==> config.mk <==
export PLATFORM = sky130hd
export DESIGN_NAME = rr_arbiter_ctrl
export DESIGN_NICKNAME = d
export VERILOG_FILES = /design/src/rtl/arb_pkg.sv /design/src/rtl/rr_pick.sv /design/src/rtl/rr_arbiter_ctrl.sv
export SDC_FILE = /design/constraint.sdc
export NUM_CORES = 1
export LEC_CHECK = 0
export ABC_AREA = 1
export ABC_CLOCK_PERIOD_IN_PS = 7650
export CORE_UTILIZATION = 60
export DETAILED_ROUTE_END_ITERATION = 10
export PLACE_DENSITY = 0.85
export SLEW_MARGIN = 20
export SYNTH_ARGS = -nofsm -noshare
export SYNTH_HDL_FRONTEND = slang
export SYNTH_HIERARCHICAL = 1
export SYNTH_SLANG_ARGS = --single-unit
==> constraint.sdc <==
create_clock -name clk -period 7.65 [get_ports clk]
set_input_delay 1.53 -clock clk [delete_from_list [all_inputs] [get_ports clk]]
set_output_delay 1.53 -clock clk [all_outputs]
set_load 0.005 [all_outputs]
==> src/rtl/arb_pkg.sv <==
// arb_pkg: state encoding and default sizing shared by the round-robin arbiter files
package arb_pkg;
  typedef enum logic {ARB_IDLE, ARB_GRANT} arb_state_e;
  localparam int ARB_N_DEF = 8;
  localparam int ARB_MAX_HOLD_DEF = 16;
endpackage

==> src/rtl/rr_pick.sv <==
// rr_pick: rotated priority encoder; the first set req bit at or after ptr (wrapping) wins
module rr_pick import arb_pkg::*; #(
  parameter int N = ARB_N_DEF,
  parameter int IDX_W = $clog2(N)
) (
  input  logic [N-1:0]     req,
  input  logic [IDX_W-1:0] ptr,
  output logic [N-1:0]     oh,
  output logic [IDX_W-1:0] idx,
  output logic             any
);
  always_comb begin
    oh = '0;
    idx = '0;
    any = 1'b0;
    for (int k = 0; k < N; k++) begin
      int j;
      j = int'(ptr) + k >= N ? int'(ptr) + k - N : int'(ptr) + k;
      if (!any && req[j]) begin
        any = 1'b1;
        idx = IDX_W'(j);
        oh[j] = 1'b1;
      end
    end
  end
endmodule

==> src/rtl/rr_arbiter_ctrl.sv <==
// rr_arbiter_ctrl: round-robin arbiter with registered one-hot grant, binary index and hold timeout
module rr_arbiter_ctrl import arb_pkg::*; #(
  parameter int N = ARB_N_DEF,
  parameter int MAX_HOLD = ARB_MAX_HOLD_DEF,
  parameter int IDX_W = $clog2(N)
) (
  input  logic             clk,
  input  logic             rst_n,
  input  logic [N-1:0]     req,
  output logic [N-1:0]     gnt,
  output logic [IDX_W-1:0] gnt_idx,
  output logic             gnt_valid,
  output logic             timeout
);
  localparam int HW = $clog2(MAX_HOLD + 1);
  arb_state_e state, state_nx;
  logic [IDX_W-1:0] ptr, ptr_nx, pick_idx, idx_nx;
  logic [HW-1:0] hcnt, hcnt_nx;
  logic [N-1:0] pick_oh, gnt_nx;
  logic pick_any, held, take, rel, valid_nx, timeout_nx;
  rr_pick #(.N(N), .IDX_W(IDX_W)) u_pick (
    .req(req),
    .ptr(ptr),
    .oh(pick_oh),
    .idx(pick_idx),
    .any(pick_any)
  );
  assign held = req[gnt_idx];
  always_ff @(posedge clk or negedge rst_n) begin
    if (!rst_n) begin
      state <= ARB_IDLE;
      ptr <= '0;
      hcnt <= '0;
      gnt <= '0;
      gnt_idx <= '0;
      gnt_valid <= 1'b0;
      timeout <= 1'b0;
    end else begin
      state <= state_nx;
      ptr <= ptr_nx;
      hcnt <= hcnt_nx;
      gnt <= gnt_nx;
      gnt_idx <= idx_nx;
      gnt_valid <= valid_nx;
      timeout <= timeout_nx;
    end
  end
  // a dropped request wins over the hold limit, so a coincident release never pulses timeout
  always_comb begin
    take = state == ARB_IDLE && pick_any;
    rel = state == ARB_GRANT && (!held || hcnt == HW'(MAX_HOLD));
    state_nx = take ? ARB_GRANT : rel ? ARB_IDLE : state;
    ptr_nx = rel ? (gnt_idx == IDX_W'(N - 1) ? '0 : gnt_idx + IDX_W'(1)) : ptr;
    hcnt_nx = take ? HW'(1) : rel ? '0 : state == ARB_GRANT ? hcnt + HW'(1) : hcnt;
    gnt_nx = take ? pick_oh : rel ? '0 : gnt;
    idx_nx = take ? pick_idx : rel ? '0 : gnt_idx;
    valid_nx = take | (gnt_valid & ~rel);
    timeout_nx = rel & held;
  end
endmodule

==> metrics.md, run 1 <==
| Metric | Value |
|---|---|
| Gr ovfl total | `0` |
| Top Usage Layer GRT | `met2` |
| Antenna Nets Post-Route | `0` |
| Syn_area_per_cell | `6.15 um^2` |
| Max Fanout on Critical Path | `28` |
| Fin Setup TNS | `0 ns` |
| Synth area leader | `dfrtp_1` |
| Relative slew slack | `36.7%` |
| Most common cell after layout, fill and taps aside | `nand2_1` |
| Total track usage | `32.8%` |
| Synthesized flop and latch total | `22` |
| Std cell rows | `23` |
| Worst-Skew Late Latency | `0.26 ns` |
| Non-Filler Instances | `488` |
| Iteration-0 DRC count of the detailed router | `274` |
| Register area share after synthesis | `20.9%` |
| CP Data Required Time | `7.80 ns` |
| Seq pwr share | `14.4%` |
| Syn_nets | `451` |
| Synth warn | `6` |
| Die Height | `68.3 um` |
| Power Dens Cells | `481 nW/um^2` |
| Critical Path Slowest Stage Cell | `ha_1` |
| CTS buffer count | `3` |
| Die Area | `4660 um^2` |
| # Post-CTS Setup Buffers | `0` |
| IO buf count | `22` |
| Clock transition at the registers of the reported paths | `0.08 ns` |
| Met3 usage | `4.83%` |
| Peak Freq | `224 MHz` |
| Via count | `2921` |
| Period utilization | `58.3%` |
| CTS tree | `done` |
| HPWL after DPL | `5.37 mm` |
| I/O pin total | `23` |
| Most frequent cells in the layout | `nand2_1, nand3_1, nor2_1, inv_1, nor3_1` |
| Psw | `0.868 mW` |
| Worst setup EP type | `flip-flop` |
| Wire length of the first global-routing pass | `11.4 mm` |
| RSZ-0062 raised after global routing | `no` |
| Max_cap viols | `0` |
| Startpoint Class | `flip-flop` |
| Comb pwr share | `79.5%` |
| Wire per inst | `14.9 um` |
| Sink Count | `22` |
| Final Hold Vio Count | `0` |
| Largest net degree at the start of global routing | `29` |
| Placed insts | `484` |
| Static leakage | `1.44 nW` |
| Worst-Margin Slew | `0.949 ns` |
| Core Box Area | `4120 um^2` |
| Ant. Diodes | `0` |
| Initial antenna violation count | `0` |
| CP max stage delay | `0.70 ns` |
| Root Buffer | `clkbuf_8` |
| Syn Std Cell Area | `2640 um^2` |
| CP top delay family | `buffers and inverters` |
| GP Congestion | `0.972` |
| H-tree Lvls | `1` |
| GR Util met2 | `54.4%` |
| Drt pass-1 iters | `5` |
| Critical path type | `flip-flop to flip-flop` |
| Vias in the first global route | `2524` |
| Worst path most repeated cell | `inv_1` |
| Utilization after layout | `69.4%` |
| Layout cell share with drive strength beyond 1 | `7.53%` |
| DRC viols | `0` |
| Worst Hold Class | `flip-flop to flip-flop` |
| Max IR drop VDD | `0.246 mV` |
| Final setup violation count | `0` |
| Sw Ratio | `63.2%` |
| Starting density of the core | `64.1%` |
| Final-report max-slew violation count | `0` |
| Vias per inst | `5.99` |
| Cell variety after synth | `34` |
| Min Tclk post-route | `4.46 ns` |
| Worst Clk Skew | `0.00160 ns` |
| GR Util met1 | `43.3%` |
| Int Pwr | `0.506 mW` |
| Hold_buf cts | `0` |
| WP buf/inv | `5` |
| Final-stage net count | `461` |
| Ranking of synthesized cells by area | `dfrtp_1, nand2_1, nand3_1` |
| DIE WIDTH | `68.3 um` |
| Share of the synthesized area in the top cell type | `20.9%` |
| Clock share of power | `6.0%` |
| Resized Gates After CTS | `0` |
| CP Data Arrival Time | `4.61 ns` |
| Longest Clk Path Bufs | `2` |
| Layout area overhead | `8.30%` |
| Syn Inst Count | `429` |
| Crit path cell chain | `buf_4, inv_4, ha_1, inv_1, nand3_1, nand2_1, o21bai_1, nand3b_1, inv_1, nor2_1, inv_1, nand2_1, nor2_1` |
| DRT Wirelength | `7.26 mm` |
| Status | `finished, final reports clean` |
[registers in the layout (all words and copies together), names as in the netlist]
register / cells
gnt: 8
hcnt: 5
gnt_idx: 3
ptr: 3
gnt_valid: 1
state: 1
timeout: 1
[worst register-to-register path: cells and delay by family (launching register included)]
| family | cells | cell delay [ns] |
|---|---|---|
| buffers and inverters | 5 | 1.42 |
| and+or+nand+nor | 6 | 1.30 |
| adders and majority gates | 1 | 0.70 |
| AOI/OAI and AO/OA | 1 | 0.60 |
| DFF | 1 | 0.32 |
[logic make-up after synthesis]
logic type	Yosys count	synth area share (%)
xor+xnor	6	2.28
simple gates	311	56.7
fa+ha+maj	12	5.69
compound gates	10	2.42
buf+inv	68	12.0
flops	22	20.9
[per-stage QoR]
step | total power [mW] | hold WS, ns | setup slack, ns | cell area, um^2
floorplan | 1.03 | 0.492 | 4.36 | 2640
global placement | 1.25 | 0.486 | 3.16 | 2800
detailed placement | 1.26 | 0.485 | 3.05 | 2800
CTS | 1.35 | 0.504 | 3.31 | 2860
global route | 1.49 | 0.537 | 2.79 | 2860
finish | 1.37 | 0.502 | 3.19 | 2860
[layout make-up]
class	count	area, um^2
Multi-Input combinational cell	339	1770
Fill cell	386	1260
Sequential cell	22	551
Timing Repair Buffer	23	228
Inverter	50	190
Tap cell	50	62.6
Clock buffer	4	55.1
[power groups by stage]
stage / clock network [mW] / logic [mW] / registers, mW
after CTS: 0.0859 / 1.06 / 0.198
after detailed placement: 0 / 1.06 / 0.200
final: 0.0829 / 1.09 / 0.198
after global routing: 0.0884 / 1.20 / 0.204
after floorplan: 0 / 0.846 / 0.186
after global placement: 0 / 1.05 / 0.199
[cell usage after synthesis]
library cell	n
ha_1	12
buf_6	6
o21bai_1	1
buf_4	3
or2_0	2
or2_2	1
nand3_1	67
inv_1	46
nor2_2	2
nand3b_1	2
o21ai_0	3
xnor2_1	3
o21ai_2	2
inv_2	1
clkinv_1	2
nand4_4	1
nor3_1	28
nand2_1	117
xor2_2	1
dfrtp_1	22
nand4_1	25
buf_2	2
nand2_2	6
a21oi_1	2
nand3_2	9
nand2_4	2
o22ai_1	1
inv_4	1
a21boi_0	1
nor2_4	1
nor2_1	47
nor2_8	1
clkbuf_1	7
xor2_1	2
[layer usage]
layer / routed length, um / share of wire (%)
met4: 182 / 2.5
met5: 0 / 0
met1: 3180 / 44
met2: 3330 / 46
met3: 570 / 7.8
[worst paths after layout]
kind | startpoint | end | slack (ns) | depth (start not counted)
worst max-delay path | ptr[0] | hcnt[3] | 3.19 | 13
min in group asynchronous | rst_n | hcnt[1] | 1.78 | 1
worst max register to register | ptr[0] | hcnt[3] | 3.19 | 13
max in group asynchronous | rst_n | gnt_valid | 5.30 | 1
worst min register to register | gnt[0] | gnt[0] | 0.50 | 2
worst min-delay path | gnt[0] | gnt[0] | 0.50 | 2
Note: power is estimated with default switching activity, not from simulation.
==> inputs of run 2 (changes only) <==
--- a/config.mk
+++ b/config.mk
@@ -6,10 +6,10 @@
 export NUM_CORES = 1
 export LEC_CHECK = 0
 export ABC_AREA = 1
-export ABC_CLOCK_PERIOD_IN_PS = 7650
-export CORE_UTILIZATION = 60
+export ABC_CLOCK_PERIOD_IN_PS = 4100
+export CORE_UTILIZATION = 53
 export DETAILED_ROUTE_END_ITERATION = 10
-export PLACE_DENSITY = 0.85
+export PLACE_DENSITY = 0.8
 export SLEW_MARGIN = 20
 export SYNTH_ARGS = -nofsm -noshare
 export SYNTH_HDL_FRONTEND = slang
==> constraint.sdc (replaced) <==
create_clock -name clk -period 4.1 [get_ports clk]
set_input_delay 0.82 -clock clk [delete_from_list [all_inputs] [get_ports clk]]
set_output_delay 0.82 -clock clk [all_outputs]
set_load 0.005 [all_outputs]
==> run 2 against run 1 <==
Net effect: fmax is 28% higher; critical path depth grew 1; cell count increased by 4.9%; worst setup slack worse by 2.6 ns; non-clock buffer count rose by 8; critical endpoint is now hcnt[4]; largest cell class unchanged; register-to-register slack worse by 2.6 ns; routed wire length is 3.7% higher; final area grew 2.2%; power is 91% higher.
==> metrics.md, run 2 (synthesis results as in run 1) <==
| Metric | Value |
|---|---|
| Ant. Diodes | `0 (unchanged)` |
| Period utilization | `85.0% (+27 points)` |
| Startpoint Class | `flip-flop` |
| CP Data Arrival Time | `3.64 ns (-0.97 ns)` |
| Max_cap viols | `0 (unchanged)` |
| Std cell rows | `25 (+8.7%)` |
| Layout area overhead | `10.7%` |
| RSZ-0062 raised after global routing | `no` |
| Iteration-0 DRC count of the detailed router | `201 (-27%)` |
| Layout cell share with drive strength beyond 1 | `9.21% (+1.7 points)` |
| DRC viols | `0 (unchanged)` |
| HPWL after DPL | `5.66 mm (+5.3%)` |
| Total track usage | `30.1% (-2.6 points)` |
| Storage cell area | `551 um^2 (unchanged)` |
| Final setup violation count | `0 (unchanged)` |
| Worst-Skew Late Latency | `0.26 ns (about the same)` |
| Largest regs | `gnt: 8 flops, hcnt: 5 flops` |
| Power, Total | `2.63 mW (+91%)` |
| Worst-Margin Slew | `0.713 ns (-0.236 ns)` |
| # Post-CTS Setup Buffers | `0 (unchanged)` |
| Drt pass-1 iters | `5 (unchanged)` |
| Vias per inst | `5.73 (-4.3%)` |
| Via count | `2932 (+0.38%)` |
| CP Data Required Time | `4.25 ns (-3.55 ns)` |
| Final Hold Vio Count | `0 (unchanged)` |
| Wire per inst | `14.7 um (-1.1%)` |
| H-tree Lvls | `1 (unchanged)` |
| Gr ovfl total | `0 (unchanged)` |
| IO buf count | `22 (unchanged)` |
| Min Tclk post-route | `3.49 ns (-0.974 ns)` |
| Fin area | `2920 um^2 (+2.2%)` |
| Core Box Area | `4750 um^2 (+16%)` |
| Vias in the first global route | `2761 (+9.4%)` |
| Largest net degree at the start of global routing | `27 (-6.9%)` |
| Relative slew slack | `52.1% (+15 points)` |
| Die Area | `5260 um^2 (+13%)` |
| Worst Hold Class | `input port to async pin` |
| Status | `finished, final reports clean` |
| Wire length of the first global-routing pass | `12.4 mm (+8.6%)` |
| Starting density of the core | `55.5% (-8.6 points)` |
| Initial antenna violation count | `0 (unchanged)` |
| Hold_buf cts | `0 (unchanged)` |
| Number of flip-flops in the largest register | `8 (unchanged)` |
| DIE WIDTH | `72.5 um (+6.2%)` |
| GP Congestion | `0.975 (+0.37%)` |
| Max Fanout on Critical Path | `13 (-54%)` |
| Worst setup EP type | `flip-flop` |
| DRT Wirelength | `7.53 mm (+3.7%)` |
| Fin Hold WS | `0.509 ns (+0.00636 ns)` |
| Longest Clk Path Bufs | `2 (unchanged)` |
| Most frequent cells in the layout | `nand2_1, nand3_1, nor2_1, inv_1, nor3_1` |
| Final-stage net count | `469 (+1.7%)` |
| Post-DP Area | `2880 um^2 (+2.9%)` |
| Clock transition at the registers of the reported paths | `0.08 ns (about the same)` |
| Resized Gates After CTS | `0 (unchanged)` |
| Multi-input gate area | `1770 um^2 (unchanged)` |
| Static leakage | `1.47 nW (+2.3%)` |
| Antenna Nets Post-Route | `0 (unchanged)` |
| Sink Count | `22 (unchanged)` |
| CTS tree | `done` |
| Root Buffer | `clkbuf_8` |
| Final-report max-slew violation count | `0 (unchanged)` |
| Die Height | `72.5 um (+6.2%)` |
| Max IR drop VDD | `0.335 mV (+36%)` |
| Fin Setup TNS | `0 ns (unchanged)` |
| Worst Clk Skew | `0.00714 ns (+0.00553 ns)` |
| I/O pin total | `23 (unchanged)` |
| Peak Freq | `287 MHz (+28%)` |
| CTS buffer count | `3 (unchanged)` |
| Most common cell after layout, fill and taps aside | `nand2_1` |
| Power Dens Cells | `901 nW/um^2 (+87%)` |
| Critical path type | `flip-flop to flip-flop` |
| Most flop-heavy register | `gnt` |
| FILL cells | `489 (+27%)` |
## run 2: power breakdown
group	switching [mW]	total (mW)	internal, mW
Clock	0.0668	0.132	0.0655
Sequential	0.0847	0.370	0.285
Combinational	1.49	2.13	0.642
## run 2: critical path, cell delays in order (launching register included)
cell      delay (ns)
dfrtp_1         0.40
buf_4           0.19
ha_1            0.24
xnor2_1         0.61
nand3_2         0.19
nand2_4         0.15
nor2_8          0.05
nand4_4         0.14
nor2_4          0.05
nand3b_1        0.10
inv_1           0.05
nor2_1          0.53
inv_1           0.39
nand2_1         0.23
nor2_1          0.07
## run 2: path summary, 6_finish.rpt
kind	start	endpoint	slack (ns)	cells after the start
min in group clk	gnt[0]	gnt[0]	0.51	2
max in group asynchronous	rst_n	gnt_idx[1]	3.25	1
max	ptr[1]	hcnt[4]	0.61	14
min reg2reg	gnt[0]	gnt[0]	0.51	2
min	rst_n	hcnt[3]	0.51	1
max reg2reg	ptr[1]	hcnt[4]	0.61	14
## run 2: cell type report
type                    instances  share of cell area (%)
multi-input cells             339                    60.7
flip-flops and latches         22                    18.9
repair buffers                 31                    9.69
inverters                      50                    6.52
well taps                      67                    2.87
clock buffers                   3                    1.41
## run 2: metal layers
metal | GRT usage [%] | vias to the layer above | wire length, um
li1 | - | 1438 | -
met2 | 51.3 | 116 | 3550
met3 | 5.56 | 17 | 459
met1 | 38.5 | 1361 | 3350
met4 | 9.80 | 0 | 170
met5 | 0 | - | 0
## run 2: stage by stage
stage	std cells	setup WS [ns]	util (%)
2_1_floorplan	429	1.01	-
3_3_place_gp	509	0.544	60.6
3_5_place_dp	509	0.403	60.6
4_1_cts	512	0.654	61.5
5_1_grt	512	0.246	61.4
6_report	512	0.614	61.4
